**src/rtl/ps2_keycode_rx.sv**
```systemverilog
// PS/2 set-2 scan code receiver that tracks the held key as an 8-bit HID usage code.
// Covers W/A/S/D, space, enter and the four arrow keys.
//
// state    | meaning
// S_IDLE   | waiting for a start bit on a filtered falling edge
// S_DATA   | shifting in 8 data bits, LSB first
// S_PARITY | capturing the odd-parity bit
// S_STOP   | checking the stop bit and parity, then releasing the byte
module ps2_keycode_rx #(
    parameter int FILTER_LEN     = 8,
    parameter int TIMEOUT_CYCLES = 50000
) (
    input  logic       Clk,
    input  logic       Reset,
    input  logic       ps2_clk,
    input  logic       ps2_data,
    output logic [7:0] keycode,
    output logic       key_valid,
    output logic       frame_err
);

    localparam int FW = $clog2(FILTER_LEN + 1);
    localparam int TW = $clog2(TIMEOUT_CYCLES + 1);

    typedef enum logic [1:0] {S_IDLE, S_DATA, S_PARITY, S_STOP} state_t;

    logic          clk_s1_q, clk_s2_q, dat_s1_q, dat_s2_q;
    logic          flt_q, flt_d;
    logic [FW-1:0] flt_cnt_q, flt_cnt_d;
    logic          fall_edge;

    state_t        state_q, state_d;
    logic [2:0]    bit_cnt_q, bit_cnt_d;
    logic [7:0]    shreg_q, shreg_d;
    logic          par_q, par_d;
    logic [TW-1:0] tmo_cnt_q, tmo_cnt_d;
    logic          byte_stb_q, byte_stb_d;
    logic          frame_err_q, frame_err_d;
    logic          tmo_q, tmo_d;

    logic [7:0]    key_q, key_d;
    logic          kv_q, kv_d;
    logic          brk_q, brk_d;
    logic          ext_q, ext_d;
    logic [7:0]    hid;

    // Glitch filter: the filtered clock only moves after FILTER_LEN
    // consecutive synchronized samples disagree with it.
    always_comb begin
        flt_d     = flt_q;
        flt_cnt_d = '0;
        if (clk_s2_q != flt_q) begin
            if (flt_cnt_q == FW'(FILTER_LEN - 1)) begin
                flt_d = clk_s2_q;
            end else begin
                flt_cnt_d = flt_cnt_q + FW'(1);
            end
        end
    end

    assign fall_edge = flt_q & ~flt_d;

    always_comb begin
        state_d     = state_q;
        bit_cnt_d   = bit_cnt_q;
        shreg_d     = shreg_q;
        par_d       = par_q;
        tmo_cnt_d   = tmo_cnt_q;
        byte_stb_d  = 1'b0;
        frame_err_d = 1'b0;
        tmo_d       = 1'b0;

        if (fall_edge) begin
            tmo_cnt_d = TW'(TIMEOUT_CYCLES - 1);
        end else if (tmo_cnt_q != '0) begin
            tmo_cnt_d = tmo_cnt_q - TW'(1);
        end

        case (state_q)
            S_IDLE: begin
                if (fall_edge && !dat_s2_q) begin
                    state_d   = S_DATA;
                    bit_cnt_d = 3'd0;
                end
            end
            S_DATA: begin
                if (fall_edge) begin
                    shreg_d   = {dat_s2_q, shreg_q[7:1]};
                    bit_cnt_d = bit_cnt_q + 3'd1;
                    if (bit_cnt_q == 3'd7) begin
                        state_d = S_PARITY;
                    end
                end
            end
            S_PARITY: begin
                if (fall_edge) begin
                    par_d   = dat_s2_q;
                    state_d = S_STOP;
                end
            end
            S_STOP: begin
                if (fall_edge) begin
                    if (dat_s2_q && (^{shreg_q, par_q})) begin
                        byte_stb_d = 1'b1;
                    end else begin
                        frame_err_d = 1'b1;
                    end
                    state_d = S_IDLE;
                end
            end
            default: state_d = S_IDLE;
        endcase

        // Terminal count with no edge mid-frame: abandon the frame.
        if (state_q != S_IDLE && !fall_edge && tmo_cnt_q == '0) begin
            state_d     = S_IDLE;
            frame_err_d = 1'b1;
            tmo_d       = 1'b1;
        end
    end

    always_comb begin
        hid = 8'h00;
        case ({ext_q, shreg_q})
            {1'b0, 8'h1D}: hid = 8'h1A;
            {1'b0, 8'h1C}: hid = 8'h04;
            {1'b0, 8'h1B}: hid = 8'h16;
            {1'b0, 8'h23}: hid = 8'h07;
            {1'b0, 8'h29}: hid = 8'h2C;
            {1'b0, 8'h5A}: hid = 8'h28;
            {1'b1, 8'h75}: hid = 8'h52;
            {1'b1, 8'h6B}: hid = 8'h50;
            {1'b1, 8'h72}: hid = 8'h51;
            {1'b1, 8'h74}: hid = 8'h4F;
            default:       hid = 8'h00;
        endcase
    end

    // hid == 0 marks an unmapped code; such bytes only clear the prefixes.
    always_comb begin
        key_d = key_q;
        kv_d  = 1'b0;
        brk_d = brk_q;
        ext_d = ext_q;
        if (tmo_q) begin
            brk_d = 1'b0;
            ext_d = 1'b0;
        end else if (byte_stb_q) begin
            case (shreg_q)
                8'hE0: ext_d = 1'b1;
                8'hF0: brk_d = 1'b1;
                8'hAA, 8'hFA, 8'hFE, 8'hEE: begin
                    brk_d = 1'b0;
                    ext_d = 1'b0;
                end
                default: begin
                    if (hid != 8'h00) begin
                        if (!brk_q) begin
                            if (hid != key_q) begin
                                key_d = hid;
                                kv_d  = 1'b1;
                            end
                        end else if (hid == key_q) begin
                            key_d = 8'h00;
                            kv_d  = 1'b1;
                        end
                    end
                    brk_d = 1'b0;
                    ext_d = 1'b0;
                end
            endcase
        end
    end

    always_ff @(posedge Clk) begin
        if (Reset) begin
            clk_s1_q    <= 1'b1;
            clk_s2_q    <= 1'b1;
            dat_s1_q    <= 1'b1;
            dat_s2_q    <= 1'b1;
            flt_q       <= 1'b1;
            flt_cnt_q   <= '0;
            state_q     <= S_IDLE;
            bit_cnt_q   <= 3'd0;
            shreg_q     <= 8'h00;
            par_q       <= 1'b0;
            tmo_cnt_q   <= '0;
            byte_stb_q  <= 1'b0;
            frame_err_q <= 1'b0;
            tmo_q       <= 1'b0;
            key_q       <= 8'h00;
            kv_q        <= 1'b0;
            brk_q       <= 1'b0;
            ext_q       <= 1'b0;
        end else begin
            clk_s1_q    <= ps2_clk;
            clk_s2_q    <= clk_s1_q;
            dat_s1_q    <= ps2_data;
            dat_s2_q    <= dat_s1_q;
            flt_q       <= flt_d;
            flt_cnt_q   <= flt_cnt_d;
            state_q     <= state_d;
            bit_cnt_q   <= bit_cnt_d;
            shreg_q     <= shreg_d;
            par_q       <= par_d;
            tmo_cnt_q   <= tmo_cnt_d;
            byte_stb_q  <= byte_stb_d;
            frame_err_q <= frame_err_d;
            tmo_q       <= tmo_d;
            key_q       <= key_d;
            kv_q        <= kv_d;
            brk_q       <= brk_d;
            ext_q       <= ext_d;
        end
    end

    assign keycode   = key_q;
    assign key_valid = kv_q;
    assign frame_err = frame_err_q;

endmodule

```
**config.mk**
```make
export PLATFORM = sky130hd
export DESIGN_NAME = ps2_keycode_rx
export DESIGN_NICKNAME = d
export VERILOG_FILES = /design/src/rtl/ps2_keycode_rx.sv
export SDC_FILE = /design/constraint.sdc
export NUM_CORES = 1
export LEC_CHECK = 0
export ABC_AREA = 1
export CORE_MARGIN = 2
export CORE_UTILIZATION = 42
export CTS_CLUSTER_DIAMETER = 200
export CTS_CLUSTER_SIZE = 24
export DETAILED_ROUTE_END_ITERATION = 12
export PLACE_DENSITY = 0.61
export SLEW_MARGIN = 5
export SYNTH_ARGS = -nofsm -noshare
export SYNTH_HDL_FRONTEND = slang
export SYNTH_SLANG_ARGS = --single-unit
export TNS_END_PERCENT = 5
```
**constraint.sdc**
```tcl
create_clock -name Clk -period 4.8 [get_ports Clk]
set_input_delay 0.72 -clock Clk [delete_from_list [all_inputs] [get_ports Clk]]
set_output_delay 0.72 -clock Clk [all_outputs]
set_load 0.05 [all_outputs]
```
==> results.cfg <==
[die]
die_height_um = 86.5
floorplan.initialDensity_pct = 42.8
die_span_in_x_um = 86.5
core_area_sq_um = 6680
io_pins = 14
die_area_sq_um = 7480
standard_cell_rows = 30

[cts]
cts.sink_count = 52
cts_buffers = 5
post_cts_resize_count = 0
worstSkewPairLatency_ns = 0.31
cts_max_level = 2
holdBufCountCts = 0
ctsRootBufferMaster = clkbuf_8
cts_tree = done
maximum_number_of_buffers_from_clock_root_to_sink = 2
reg_clk_slew_reported_paths_ns = 0.10
post_cts_buffers = 0

[logic_synthesis]
dominant_combinational_cell_family_by_area_after_synthesis = simple AND/OR/NAND/NOR gates
ys.flop_type = dfxtp_1
multiplexer_share_of_the_synthesized_area_pct = 0
avgSynthCellArea_sq_um = 6.67
number_of_synthesized_flops_with_an_enable_pin = 0
yosys_register_bits = 52
synthXorXnorAreaFrac_pct = 3.99
synthSimpleGateAreaFrac_pct = 34.9
synth_cell_types = 36
synth_seq_area_share_pct = 36.4
synthesis.area_sq_um = 2860
yosys-top-cells-area = dfxtp_1, nor2_1, nand2_1
async_set_or_reset_flop_fraction_in_the_synthesized_netlist_pct = 0
yosysWarnings = 0
area_fraction_in_compound_gates_after_synthesis_pct = 11.7
synth_top_area_share_pct = 36.4
netlist_instances = 428
synth.largest_area_cell = dfxtp_1
synth_adder_area_share_pct = 3.50
postSynthNetCount = 440

[outcome]
status = complete, no violations

[power_and_ir_drop]
p_int_mw = 0.741
sequential_group_share_of_total_power_pct = 45.7
power.static_leakage_nw = 1.36
power.density_nw_per_um2 = 382
p_switching_mw = 0.443
sw_frac_of_total_pct = 37.4
power.total_mw = 1.18
combPwrFrac_pct = 32.9
share_clk_of_total_power_pct = 21.5
vdd.ir_drop.worst_mv = 0.235

[timing]
setup_repair_after_global_routing_missed_its_margin = no
tns_ns = 0
relSlewSlack_pct = 58.4
clock_skew_ns = 0.00960
finalMaxSlewViolations = 0
report.final.setup_viol = 0
fmax_mhz = 417
fin_crit_sh_pct = 50.0
tightest_slew_ns = 0.623
post_route_minimum_period_ns = 2.40
finalHoldViolations = 0

[route]
detail_route.drc_violations = 0
detail_route.first_pass.iterations = 4
routed-via-count = 2601
detailed_route_wire_length_mm = 6.20
drt_iter0_markers = 166
avgViaCountPerCell = 5.04
routed_wire_length_per_instance_um = 12.0
ant_nets = 0

[worst_hold_path]
worst_hold_path.num_cells = 1
min_to = dat_s2_q
min-delay-start = dat_s1_q
worstHoldPathType = reg2reg

[critical_path]
rr_startpoint = flt_cnt_q[0]
slowest_stage = nand2_1
reg2reg_setup_slack_ns = 2.40
critical_path.startpoint_type = flop
worstPathMaxFanout = 16
critical-path-top-cell-by-count = nand2_1
worst_reg2reg_path_endpoint = bit_cnt_q[0]
worstPathBufferInverterCount = 3
end_kind = flop
cell_breakdown_of_the_critical_path = ha_1, nand2_1, nor2_1, inv_1, nor2_1, nand2_1, clkinv_1, nand2_1, nand2_1, nand2_1, inv_1, o211a_1
worst-endpoint-required_ns = 5.01
slowest_delay_ns = 0.44
r2r_cells = 12
timing.setup.critical_path_class = reg2reg
worstPathArrival_ns = 2.60
cell_family_contributing_the_most_delay_on_the_critical_path = simple AND/OR/NAND/NOR gates

[final_layout]
fillerInstances = 702
drive_gt1_share_pct = 5.96
antenna-diode-count = 0
finish.net_count = 447
final_core_utilization_pct = 46.3
layout.cells.most_common = nor2_1
areaGrowthSynthToFinish_pct = 8.41
layout_common_cells = nor2_1, nand2_1, dfxtp_1

[global_routing]
grt_antenna_before_repair = 0
grt_pass1_wl_mm = 11.1
grt_start_max_net_pins = 23
global_route.usage.total_pct = 18.2
grt_overflow_total = 0
first_global_vias = 2465

[flow_run]
cap_viol_max_count = 0

[placement]
post-dp-hpwl_mm = 4.69
globalplace.congestion = 0.859
io_buffer_count = 12
-- routing by layer --
| metal | vias to the layer above | track usage (%) | part of all wire (%) |
|---|---|---|---|
| met5 | - | 0 | 0 |
| met4 | 0 | 5.68 | 1.0 |
| met3 | 5 | 3.33 | 3.6 |
| met2 | 47 | 29.7 | 45 |
| met1 | 1161 | 24.4 | 50 |
| li1 | 1388 | - | - |
-- registers in the layout, summed over array words and instances, names as in the netlist, 2 cells and up --
register and cells:
bit_cnt_q 3, shreg_q 8, tmo_cnt_q 16, flt_cnt_q 4, keycode 7, state_q 2
-- kinds of logic (layout without fill, tap and decap cells) --
| group | count (synthesis) | count (layout) |
|---|---|---|
| AND/OR/NAND/NOR | 230 | 230 |
| buffers and inverters | 65 | 73 |
| AO/OA/AOI/OAI | 59 | 59 |
| flip-flops | 52 | 52 |
| XOR/XNOR | 13 | 13 |
| adder cells (fa/ha/maj) | 8 | 8 |
| other | 1 | 1 |
-- power groups by stage --
stage	sequential (mW)	clock, mW	combinational [mW]
after detailed placement	0.548	0	0.388
after global routing	0.549	0.279	0.457
after CTS	0.539	0.262	0.390
final	0.540	0.254	0.389
after global placement	0.548	0	0.389
after floorplan	0.537	0	0.317
-- worst max path at each step --
| stage | start | end | slack, ns | depth (start not counted) |
|---|---|---|---|---|
| floorplan | flt_cnt_q[0] | shreg_q[5] | 2.95 | 11 |
| global placement | Reset | tmo_cnt_q[4] | 2.35 | 5 |
| detailed placement | Reset | tmo_cnt_q[4] | 2.28 | 5 |
| CTS | flt_cnt_q[0] | bit_cnt_q[0] | 2.39 | 12 |
| global route | shreg_q[2] | keycode[1] | 1.94 | 16 |
| finish | flt_cnt_q[0] | bit_cnt_q[0] | 2.40 | 12 |
-- cell type report --
cell class / count / area [sq um] / area share, %
Timing Repair Buffer: 13 / 128 / 4.12
Multi-Input combinational cell: 311 / 1550 / 50.0
Tap cell: 80 / 100 / 3.23
Inverter: 52 / 195 / 6.30
Clock inverter: 1 / 8.76 / 0.283
Clock buffer: 7 / 76.3 / 2.46
Sequential cell: 52 / 1040 / 33.6
-- cells in the mapped netlist (2+ instances only) --
cell type,instances
a21oi_1,24
or2_2,7
a221oi_1,2
nand4_1,6
xor2_1,7
ha_1,8
buf_4,3
o21ai_0,20
dfxtp_1,52
nor2_2,3
xnor2_1,6
nand2_1,78
a31oi_1,6
inv_1,47
inv_2,4
nand3_2,2
nand2_2,2
nand3_1,34
nor2_1,82
clkbuf_1,4
nor3_1,12
buf_2,4
nand3b_1,2
-- per-stage QoR --
stage	hold WS, ns	area [sq um]	setup slack (ns)	instances
floorplan	0.389	2860	2.95	428
global placement	0.392	3010	2.35	508
CTS	0.452	3100	2.39	516
global route	0.469	3100	1.94	516
finish	0.450	3100	2.40	516
detailed placement	0.412	3010	2.28	508
Note: power is estimated with default switching activity, not from simulation.
